===== src/rtl/flick_debouncer_pkg.sv =====
// Shared state encoding and default timing constants for the FLICK button debouncer.
package flick_debouncer_pkg;

    typedef enum logic [1:0] {
        FD_IDLE         = 2'b00,
        FD_PRESS_WAIT   = 2'b01,
        FD_PRESSED      = 2'b10,
        FD_RELEASE_WAIT = 2'b11
    } fd_state_t;

    localparam int FD_DEBOUNCE_DEF = 16;
    localparam int FD_REPEAT_DEF   = 64;

endpackage


===== src/rtl/sync_2ff.sv =====
// Two-flop synchroniser for a single asynchronous bit; both stages reset to 0.
module sync_2ff (
    input  logic CLK,
    input  logic RST,
    input  logic d,
    output logic q
);

    logic r_meta;
    logic r_sync;

    always_ff @(posedge CLK or posedge RST) begin
        if (RST) begin
            r_meta <= 1'b0;
            r_sync <= 1'b0;
        end else begin
            r_meta <= d;
            r_sync <= r_meta;
        end
    end

    assign q = r_sync;

endmodule


===== src/rtl/flick_debouncer.sv =====
// Synchronises and debounces the raw FLICK button into a clean level plus a press pulse.
// Optional auto-repeat pulses while held are built only when FLICK_AUTOREPEAT_EN is defined.
module flick_debouncer
    import flick_debouncer_pkg::*;
#(
    parameter int DEBOUNCE_CYCLES = FD_DEBOUNCE_DEF,
    parameter int REPEAT_CYCLES   = FD_REPEAT_DEF
) (
    input  logic CLK,
    input  logic RST,
    input  logic BTN_RAW,
    output logic FLICK,
    output logic FLICK_PULSE,
    output logic BUSY
);

    localparam int CNT_MAX = (DEBOUNCE_CYCLES > REPEAT_CYCLES) ? DEBOUNCE_CYCLES : REPEAT_CYCLES;
    localparam int CNT_W   = $clog2(CNT_MAX + 1);
    localparam logic [CNT_W-1:0] DB_LAST = CNT_W'(DEBOUNCE_CYCLES - 1);

    logic            w_btn_s;
    fd_state_t       r_state;
    logic [CNT_W-1:0] r_cnt;
    logic            r_flick;
    logic            r_pulse;
    logic            r_busy;

    sync_2ff u_sync (
        .CLK (CLK),
        .RST (RST),
        .d   (BTN_RAW),
        .q   (w_btn_s)
    );

`ifdef FLICK_AUTOREPEAT_EN
    localparam logic [CNT_W-1:0] RPT_LAST = CNT_W'(REPEAT_CYCLES - 1);
    logic [CNT_W-1:0] r_rpt;

    // Runs only while PRESSED and still held, so any exit (including a bounce) clears it.
    always_ff @(posedge CLK or posedge RST) begin
        if (RST) begin
            r_rpt <= '0;
        end else if (r_state == FD_PRESSED && w_btn_s) begin
            if (r_rpt == RPT_LAST) r_rpt <= '0;
            else                   r_rpt <= r_rpt + 1'b1;
        end else begin
            r_rpt <= '0;
        end
    end
`endif

    always_ff @(posedge CLK or posedge RST) begin
        if (RST) begin
            r_state <= FD_IDLE;
            r_cnt   <= '0;
            r_flick <= 1'b0;
            r_pulse <= 1'b0;
            r_busy  <= 1'b0;
        end else begin
            r_pulse <= 1'b0;
            case (r_state)
                FD_IDLE: begin
                    if (w_btn_s) begin
                        r_state <= FD_PRESS_WAIT;
                        r_cnt   <= CNT_W'(1);
                        r_busy  <= 1'b1;
                    end
                end
                FD_PRESS_WAIT: begin
                    if (!w_btn_s) begin
                        r_state <= FD_IDLE;
                        r_cnt   <= '0;
                        r_busy  <= 1'b0;
                    end else if (r_cnt == DB_LAST) begin
                        r_state <= FD_PRESSED;
                        r_cnt   <= '0;
                        r_flick <= 1'b1;
                        r_pulse <= 1'b1;
                    end else begin
                        r_cnt   <= r_cnt + 1'b1;
                    end
                end
                FD_PRESSED: begin
                    if (!w_btn_s) begin
                        r_state <= FD_RELEASE_WAIT;
                        r_cnt   <= CNT_W'(1);
                    end
`ifdef FLICK_AUTOREPEAT_EN
                    else if (r_rpt == RPT_LAST) begin
                        r_pulse <= 1'b1;
                    end
`endif
                end
                FD_RELEASE_WAIT: begin
                    if (w_btn_s) begin
                        r_state <= FD_PRESSED;
                        r_cnt   <= '0;
                    end else if (r_cnt == DB_LAST) begin
                        r_state <= FD_IDLE;
                        r_cnt   <= '0;
                        r_flick <= 1'b0;
                        r_busy  <= 1'b0;
                    end else begin
                        r_cnt   <= r_cnt + 1'b1;
                    end
                end
                default: begin
                    r_state <= FD_IDLE;
                    r_cnt   <= '0;
                    r_flick <= 1'b0;
                    r_busy  <= 1'b0;
                end
            endcase
        end
    end

    assign FLICK       = r_flick;
    assign FLICK_PULSE = r_pulse;
    assign BUSY        = r_busy;

endmodule


===== config.mk =====
export PLATFORM = sky130hd
export DESIGN_NAME = flick_debouncer
export DESIGN_NICKNAME = d
export VERILOG_FILES = /design/src/rtl/flick_debouncer_pkg.sv /design/src/rtl/sync_2ff.sv /design/src/rtl/flick_debouncer.sv
export SDC_FILE = /design/constraint.sdc
export NUM_CORES = 1
export LEC_CHECK = 0
export CAP_MARGIN = 5
export CORE_MARGIN = 8
export CORE_UTILIZATION = 55
export DETAILED_ROUTE_END_ITERATION = 10
export MAX_ROUTING_LAYER = met4
export PLACE_DENSITY = 0.72
export SLEW_MARGIN = 20
export SYNTH_ARGS = -nofsm -noshare
export SYNTH_HDL_FRONTEND = slang
export SYNTH_HIERARCHICAL = 1
export SYNTH_SLANG_ARGS = --single-unit

===== constraint.sdc =====
create_clock -name CLK -period 2 [get_ports CLK]
set_input_delay 0.5 -clock CLK [delete_from_list [all_inputs] [get_ports CLK]]
set_output_delay 0.5 -clock CLK [all_outputs]
set_load 0.005 [all_outputs]

* Word level (Yosys, flattened, before mapping) *
Index checks and enable logic that the tools add are counted.

cells by class
  reduce and logical (&&, ||, !) cells = 7
  $add $sub $neg = 1
  eq/ne operators = 13
  mux-type cells = 24

operators with widths
  kind                                            number
  two-way mux 7 bit                               5
  one-hot mux 7 bit (4 select lines)              1
  two-way mux 2 bit                               6
  != test 2 bit (second input constant)           5
  AND reduction 5 bit                             2
  two-way mux 1 bit                               9
  one-hot mux 2 bit (4 select lines)              1
  adder 7 x 1 -> 7 bit (second input constant)    1
  == test 7 x 4 -> 1 bit (second input constant)  1
  == test 2 bit (second input constant)           2
  != test 2 x 1 -> 1 bit (second input constant)  2
  AND reduction 4 bit                             1
  != test 3 x 2 -> 1 bit (second input constant)  1
  != test 3 bit (second input constant)           1
  one-hot mux 1 bit (3 select lines)              1
  nonzero test 3 bit                              1
  == test 2 x 1 -> 1 bit (second input constant)  1
  zero test 2 bit                                 1
  one-hot mux 1 bit (2 select lines)              1
  AND reduction 2 bit                             1
  nonzero test 2 bit                              1

storage, ports and cells
  register bits = 14
  bits of input ports = 3
  output and inout port bits = 3

* Logic depth before layout (Yosys ltp) *
Gate-level depths: netlist of run 1.

  depth after elaboration = 4
  mapped depth = 6
  mapped depth without buffers = 6

* Cells and area by module *
The synthesis of run 1 kept the hierarchy.

modules (own cells, without submodules)
  module           area an instance (um^2)  cells an instance  times used
  flick_debouncer  742.0                    71                 1
  sync_2ff         53.8                     3                  1

* Least setup slack after synthesis of run 1 *
No wires, ideal clock.

  path type = reg-to-reg
  start point = register with a tool-made name
  end point = register r_cnt[5]
  arrival = 1328 ps
  clock period less this slack = 1456 ps
  required time = 1871 ps
  setup time = 129 ps
  setup slack = 544 ps
  stages on the path, launching flop included = 7
  path buffers = 0
  cell sequence = dfrtp_1 > inv_1 > ha_1 > mux2i_4 > o21ba_2 > o21ai_1 > o41ai_2

RTL lines
  element               line                    RTL
  end signal, assigned  flick_debouncer.sv:80   r_cnt <= r_cnt + 1'b1;
  end signal, assigned  flick_debouncer.sv:104  r_cnt <= r_cnt + 1'b1;
  end, declared         flick_debouncer.sv:23   logic [CNT_W-1:0] r_cnt;

* Worst setup path after layout of run 1 *
  start point = register r_flick, in the netlist FLICK
  end point = output port FLICK

RTL lines
  element                 line                    RTL
  start, declared         flick_debouncer.sv:24   logic r_flick;
  start signal, assigned  flick_debouncer.sv:56   r_flick <= 1'b0;
  start signal, assigned  flick_debouncer.sv:77   r_flick <= 1'b1;
  start signal, assigned  flick_debouncer.sv:101  r_flick <= 1'b0;
  end, declared           flick_debouncer.sv:12   output logic FLICK,

No word-level cell between the ends.

==> summary.txt, run 1 <==
Route
  • TritonRoute pass-1 iters: 4
  • Via density: 5.918
  • # DRC: 0
  • Routed wl met2: approximately 560 um
  • DRT iter0 DRCs: 34
  • Top Layer Used: met4
  • DRT antenna net count: 0
  • Final wirelength: around 1300 um
  • Met3 Routed Length: roughly 76 um
  • Met1 Wirelength: ~630 um
  • Routed length per instance: 13.13 um
  • Vias: around 570

Worst setup path
  • Setup crit end kind: primary output
  • Crit Path Max Fanout: 3
  • Crit Path Category: flip-flop to primary output
  • CP bufs+invs: 1
  • Worst path max stage delay: 0.51 ns
  • Worst Path Required: 1.50 ns
  • CP top delay family: buffers and inverters
  • Critical Path Source Type: flip-flop
  • Slowest CP cell: clkdlybuf4s50_1
  • Crit-path cells: clkdlybuf4s50_1
  • Crit path DAT: 1.15 ns

Run status
  • Status: completed

CTS
  • Number of H-tree levels: 1
  • PostCTS Resize Cnt: 0
  • Max Root-Sink Buffers: 2
  • CTS tree: yes
  • CTS Sinks: 14
  • Post-CTS setup buffer count: 0
  • Hold-fix buffer count after cts: 0
  • Clk slew on worst S/H paths: around 0.080 ns
  • Clk root buf: clkbuf_4
  • Worst-Skew Late Latency: ~0.28 ns
  • CTS buffer count: 3

Cells and area
  • Antenna cells: 0
  • Net count reported at finish: 91
  • Area grow syn2layout: 11.79%
  • Finished Cell Area: 889.6 sq um
  • FILL cells: around 110
  • Share of cells above drive strength 1: 0.1707

GRT
  • Total grt overflow: 0
  • Number of global-route vias before repair: slightly above 500
  • Initial antenna violation count: 0
  • Gr usage total: 0.1057
  • Largest net degree at the start of global routing: 13
  • Wire length of the first global-routing pass: between 2000 and 2500 um

Synthesis
  • Syn nets: slightly above 80
  • Fraction of the yosys area taken by sequential cells: 0.4403
  • Gate Count Post-Synth: 74
  • Synthesized flop and latch total: 14
  • Synthesis Warnings: 6
  • Synth Area per Inst: 10.75 sq um
  • Mapped Area: ~800 sq um
  • Cell variety after synth: 31

Timing
  • FMAX: between 0.6 and 0.7 GHz
  • Setup TNS: 0 ns
  • Final hold vios: 0
  • RSZ-0062 raised after global routing: no
  • Fin. max-slew vios: 0
  • Clk_skew: about 0.0058 ns
  • Least-Margin Pin Slew: 0.4485 ns
  • Fin crit share: 0.8272
  • Relative max-transition margin: 0.7007
  • Setup-failing EPs final: 0
  • Final min period: about 1.7 ns
  • Setup WS post-layout: roughly 0.35 ns

Floorplan
  • Row count: 13
  • Io pins: 6
  • Die area: 2920 sq um
  • Die Width: approximately 54 um
  • Die Y: approximately 54 um
  • Starting Density: 0.5966
  • Core area: approximately 1300 sq um

Placed design
  • Placed instance area: around 850 sq um
  • HPWL after DPL: roughly 990 um
  • Pre-CTS setup slack: ~0.37 ns
  • Routability Congestion: between 0.8 and 0.9
  • IO Port Bufs: 5

Pwr
  • IR drop worst, VDD: approximately 990 uV
  • P per Cell Area: 1273 nW/um^2
  • Leak: 0.4011 nW
  • Total power: roughly 1.1 mW

Hold path
  • Hold Path Class: flip-flop to flip-flop

Run
  • Maxcap violations: 0
==> cell families (layout without fill, tap and decap cells) <==
group           after synthesis  count (layout)  synth area share
compound gates               24              24            0.2217
buf+inv                       8              16           0.04717
mux                           3               3           0.07075
simple gates                 20              20            0.1415
fa+ha+maj                     5               5           0.07862
flops                        14              14            0.4403
==> path summary, 6_finish.rpt <==
path | endpoint | slack [ns] | cells past startpoint | startpoint
worst max-delay path | FLICK | 0.35 | 1 | FLICK
worst min-delay path | u_sync/q | 0.35 | 0 | u_sync/r_meta
worst max register to register | flip-flop | 0.35 | 6 | flip-flop
worst min register to register | u_sync/q | 0.35 | 0 | u_sync/r_meta
max in group asynchronous | r_cnt[2] | 1.14 | 2 | RST
min in group asynchronous | u_sync/q | 0.40 | 2 | RST
==> metrics by stage <==
| step | util | hold slack, ns | cells |
|---|---|---|---|
| 6_report | 0.6670 | 0.3519 | 97 |
| 2_1_floorplan | - | 0.2412 | 74 |
| 3_5_place_dp | 0.6398 | 0.3373 | 93 |
| 5_1_grt | 0.6670 | 0.3686 | 97 |
| 3_3_place_gp | 0.6398 | 0.3327 | 93 |
| 4_1_cts | 0.6670 | 0.3551 | 97 |
==> layout make-up <==
class                      count  area, sq um  area share
multi-input combinational     52        407.9      0.4585
timing repair buffer           5        50.05     0.05626
tap                           15        18.77     0.02110
sequential                    14        350.3      0.3938
clock buffer                   4        36.28     0.04079
inverter                       7        26.28     0.02954
==> metal layers <==
| metal | track usage | vias to the layer above |
|---|---|---|
| met5 | - | - |
| met4 | 0.02459 | 0 |
| met3 | 0.05785 | 2 |
| met2 | 0.1486 | 8 |
| met1 | 0.1296 | 270 |
| li1 | - | 294 |
==> placed cells by master (no fill, tap or decap), drive strengths merged <==
cell type	n
a22oi	1
a21oi	3
clkbuf	4
inv	7
nand2b	1
a31oi	2
nor2	3
dfrtp	14
ha	5
clkdlybuf4s50	5
o41ai	3
a211oi	1
nand3	4
and3	2
nor3	2
o211ai	1
nor4	2
o31ai	2
o21ba	1
o21ai	6
nand2	5
mux2i	2
a22o	2
o21a	1
mux2	1
o221ai	1
and2	1
==> where the power goes <==
part / leakage, nW / switching (mW) / total [mW] / internal [mW]
clock network: 0.0210 / 0.0833 / 0.194 / 0.111
registers: 0.180 / 0.0489 / 0.390 / 0.341
logic: 0.200 / 0.305 / 0.549 / 0.244
total: 0.401 / 0.437 / 1.13 / 0.696
==> state kept, by name, summed over array words and instances, names as in the netlist, named ones only <==
name           count
u_sync/q           1
u_sync/r_meta      1
FLICK              1
BUSY               1
r_cnt              7
FLICK_PULSE        1
r_state            1
==> synth_stat cells <==
library cell  number  area [sq um]
nand2_1            5         18.77
a21oi_2            1         8.760
and3_2             1         7.510
nor3_2             1         10.01
ha_1               5         62.56
o41ai_1            2         17.52
nor2_1             3         11.26
nand3_1            4         20.02
nor4_1             2         12.51
a211oi_1           1         7.510
mux2i_4            2         45.04
and3_1             1         6.260
o221ai_1           1         8.760
a22o_1             2         17.52
mux2_2             1         11.26
and2_2             1         7.510
nor3_1             1         5.000
inv_1              7         26.28
a22oi_1            1         7.510
o21a_1             1         7.510
o31ai_1            2         15.01
a21oi_1            2         10.01
o41ai_2            1         16.27
nand2b_4           1         13.76
o21ai_0            4         20.02
a31oi_1            2         12.51
o21ai_1            2         10.01
dfrtp_1           14         350.3
buf_6              1         11.26
o211ai_1           1         7.510
o21ba_2            1         10.01
No activity file was read; power rests on OpenSTA's default activity.
==> run 2: changes to the inputs <==
--- a/config.mk
+++ b/config.mk
@@ -7,10 +7,10 @@
 export LEC_CHECK = 0
 export CAP_MARGIN = 5
 export CORE_MARGIN = 8
-export CORE_UTILIZATION = 55
+export CORE_UTILIZATION = 49
 export DETAILED_ROUTE_END_ITERATION = 10
 export MAX_ROUTING_LAYER = met4
-export PLACE_DENSITY = 0.72
+export PLACE_DENSITY = 0.67
 export SLEW_MARGIN = 20
 export SYNTH_ARGS = -nofsm -noshare
 export SYNTH_HDL_FRONTEND = slang
==> constraint.sdc (replaced) <==
create_clock -name CLK -period 1.3 [get_ports CLK]
set_input_delay 0.325 -clock CLK [delete_from_list [all_inputs] [get_ports CLK]]
set_output_delay 0.325 -clock CLK [all_outputs]
set_load 0.005 [all_outputs]
==> summary.txt, run 2 (synthesized netlist as in run 1, its figures left out) <==
Cells and area
  • Commonest non-fill, non-tap cell in the layout: buf_4
  • FILL cells: 87 (-22%)
  • Net count reported at finish: 114 (+25%)
  • Final design utilization: 0.8169 (+0.1499)
  • Multi-input logic area: 581.8 sq um (+43%)
  • Biggest register: r_cnt
  • FF+latch area: 354.1 sq um (+1.1%)
  • Max FFs per register: 7 (unchanged)
  • Most frequent cells in the layout: buf_4, dfrtp_1, nand2_1
  • Share of cells above drive strength 1: 0.5714 (+0.4007)
  • Area grow syn2layout: 56.45%
  • Antenna cells: 0 (unchanged)

Route
  • Via density: 5.810 (-1.8%)
  • Vias: 703 (+22%)
  • DRT iter0 DRCs: 16 (-53%)
  • TritonRoute pass-1 iters: 4 (unchanged)
  • Routed length per instance: 16.36 um (+25%)
  • DRT antenna net count: 0 (unchanged)
  • # DRC: 0 (unchanged)
  • Final wirelength: 1979 um (+55%)

Timing
  • Fin. max-slew vios: 0 (unchanged)
  • FMAX: about 0.64 GHz
  • RSZ-0062 raised after global routing: yes
  • Final hold vios: 0 (unchanged)
  • Setup-failing EPs final: 10 (+10)
  • Clk_skew: 0.001820 ns (-0.003965 ns)
  • Setup TNS: -1.550 ns (-1.550 ns)
  • Relative max-transition margin: 0.7376 (+0.03689)
  • Least-Margin Pin Slew: 0.3895 ns (-0.05896 ns)
  • Fin crit share: 1.210
  • Final min period: about 1.6 ns
  • Setup WS post-layout: -0.2728 ns (-0.6183 ns)

CTS
  • Clk slew on worst S/H paths: 0.08 ns (about the same)
  • Hold-fix buffer count after cts: 0 (unchanged)
  • CTS buffer count: 3 (unchanged)
  • CTS Sinks: 14 (unchanged)
  • Max Root-Sink Buffers: 2 (unchanged)
  • Worst-Skew Late Latency: 0.28 ns (about the same)
  • Clk root buf: clkbuf_4
  • CTS tree: yes
  • Number of H-tree levels: 1 (unchanged)

Worst setup path
  • Worst Path Required: 1.45 ns (-0.05 ns)
  • R2R Setup Slk: -0.27 ns (-0.62 ns)
  • Setup crit end kind: flip-flop
  • Crit Path Category: flip-flop to flip-flop
  • Critical Path Source Type: flip-flop
  • Crit path DAT: 1.72 ns (+0.57 ns)
  • Crit Path Max Fanout: 6 (+3)

Pwr
  • Leak: 0.5522 nW (+38%)
  • IR drop worst, VDD: 1513 uV (+53%)
  • P per Cell Area: 2116 nW/um^2 (+66%)

Run status
  • Status: complete, but fails checks
  • Violated checks: setup timing

Floorplan
  • Starting Density: 0.5222 (-0.07446)
  • Die Width: 56.30 um (+4.2%)
  • Die area: 3170 sq um (+8.6%)
  • Core area: 1524 sq um (+14%)
  • Io pins: 6 (unchanged)
  • Row count: 14 (+1)
  • Die Y: 56.30 um (+4.2%)

Placed design
  • Routability Congestion: 0.9115 (+13%)
  • HPWL after DPL: 1336 um (+36%)
  • IO Port Bufs: 5 (unchanged)
  • Pre-CTS setup slack: -0.1899 ns (-0.5623 ns)

GRT
  • Largest net degree at the start of global routing: 9 (-4)
  • Initial antenna violation count: 0 (unchanged)
  • Gr usage total: 0.1355 (+0.02979)
  • Total grt overflow: 0 (unchanged)
  • Wire length of the first global-routing pass: 3415 um (+55%)
  • Number of global-route vias before repair: 786 (+54%)

Hold path
  • Hold Path Class: primary input to asynchronous set/reset pin

Run
  • Maxcap violations: 0 (unchanged)
-- run 2: changes by cell type in the layout (fill, tap and decap cells not counted), moves of 3 or more --
cell and delta:
dfrtp_2 +3, inv_1 -3, dfrtp_1 -3, dlygate4sd2_1 +3, inv_2 +3, clkdlybuf4s50_1 -3
ha_1 -5, buf_4 +21, ha_4 +4
-- run 2: critical path, stage by stage, from the launching register on --
cell,delay (ns)
dfrtp_1,0.42
ha_4,0.18
and3_4,0.19
and2_4,0.17
o21ai_0,0.35
a21oi_2,0.12
-- run 2: through the flow --
stage	cells	hold slack (ns)	power (mW)	area, sq um
4_1_cts	120	0.2114	2.379	1166
5_1_grt	121	0.2318	2.803	1245
6_report	121	0.2206	2.634	1245
2_1_floorplan	74	0.06618	1.343	834.6
3_5_place_dp	113	0.3371	1.804	1036
3_3_place_gp	113	0.3367	1.757	1036
-- run 2: final timing paths --
kind	from	to	cells past startpoint
setup / recovery	r_cnt[1]	r_state[0]	5
hold / removal	RST	u_sync/q	2
setup reg to reg	r_cnt[1]	r_state[0]	5
hold reg to reg	u_sync/r_meta	u_sync/q	0
max in group asynchronous	RST	asynchronous set/reset pin	3
min in group CLK	u_sync/r_meta	u_sync/q	0
-- run 2: power breakdown --
part | switching, mW | internal (mW)
Clock | 0.137 | 0.170
Sequential | 0.0950 | 0.531
Combinational | 0.845 | 0.856
-- run 2: routing by layer --
metal  up-vias  wire [um]  global-route usage
li1        340          -                   -
met1       338        848              0.1332
met2        17        982              0.2235
met3         8         83             0.05843
met4         0         65             0.06873
met5         -          0                   -
-- run 2: cell type report --
type                            count  area share
Inverter                            7     0.02111
Sequential cell                    14      0.2844
Timing Repair Buffer               28      0.1819
Clock buffer                        4     0.02915
Tap cell                           16     0.01608
Multi-Input combinational cell     52      0.4673
-- run 2: repair_timing --
action | in CTS | in global routing
buffers inserted | 3 | 1
endpoints found under the setup margin | 14 | 12
pin swaps | 2 | 4
resized for setup | 17 | 14
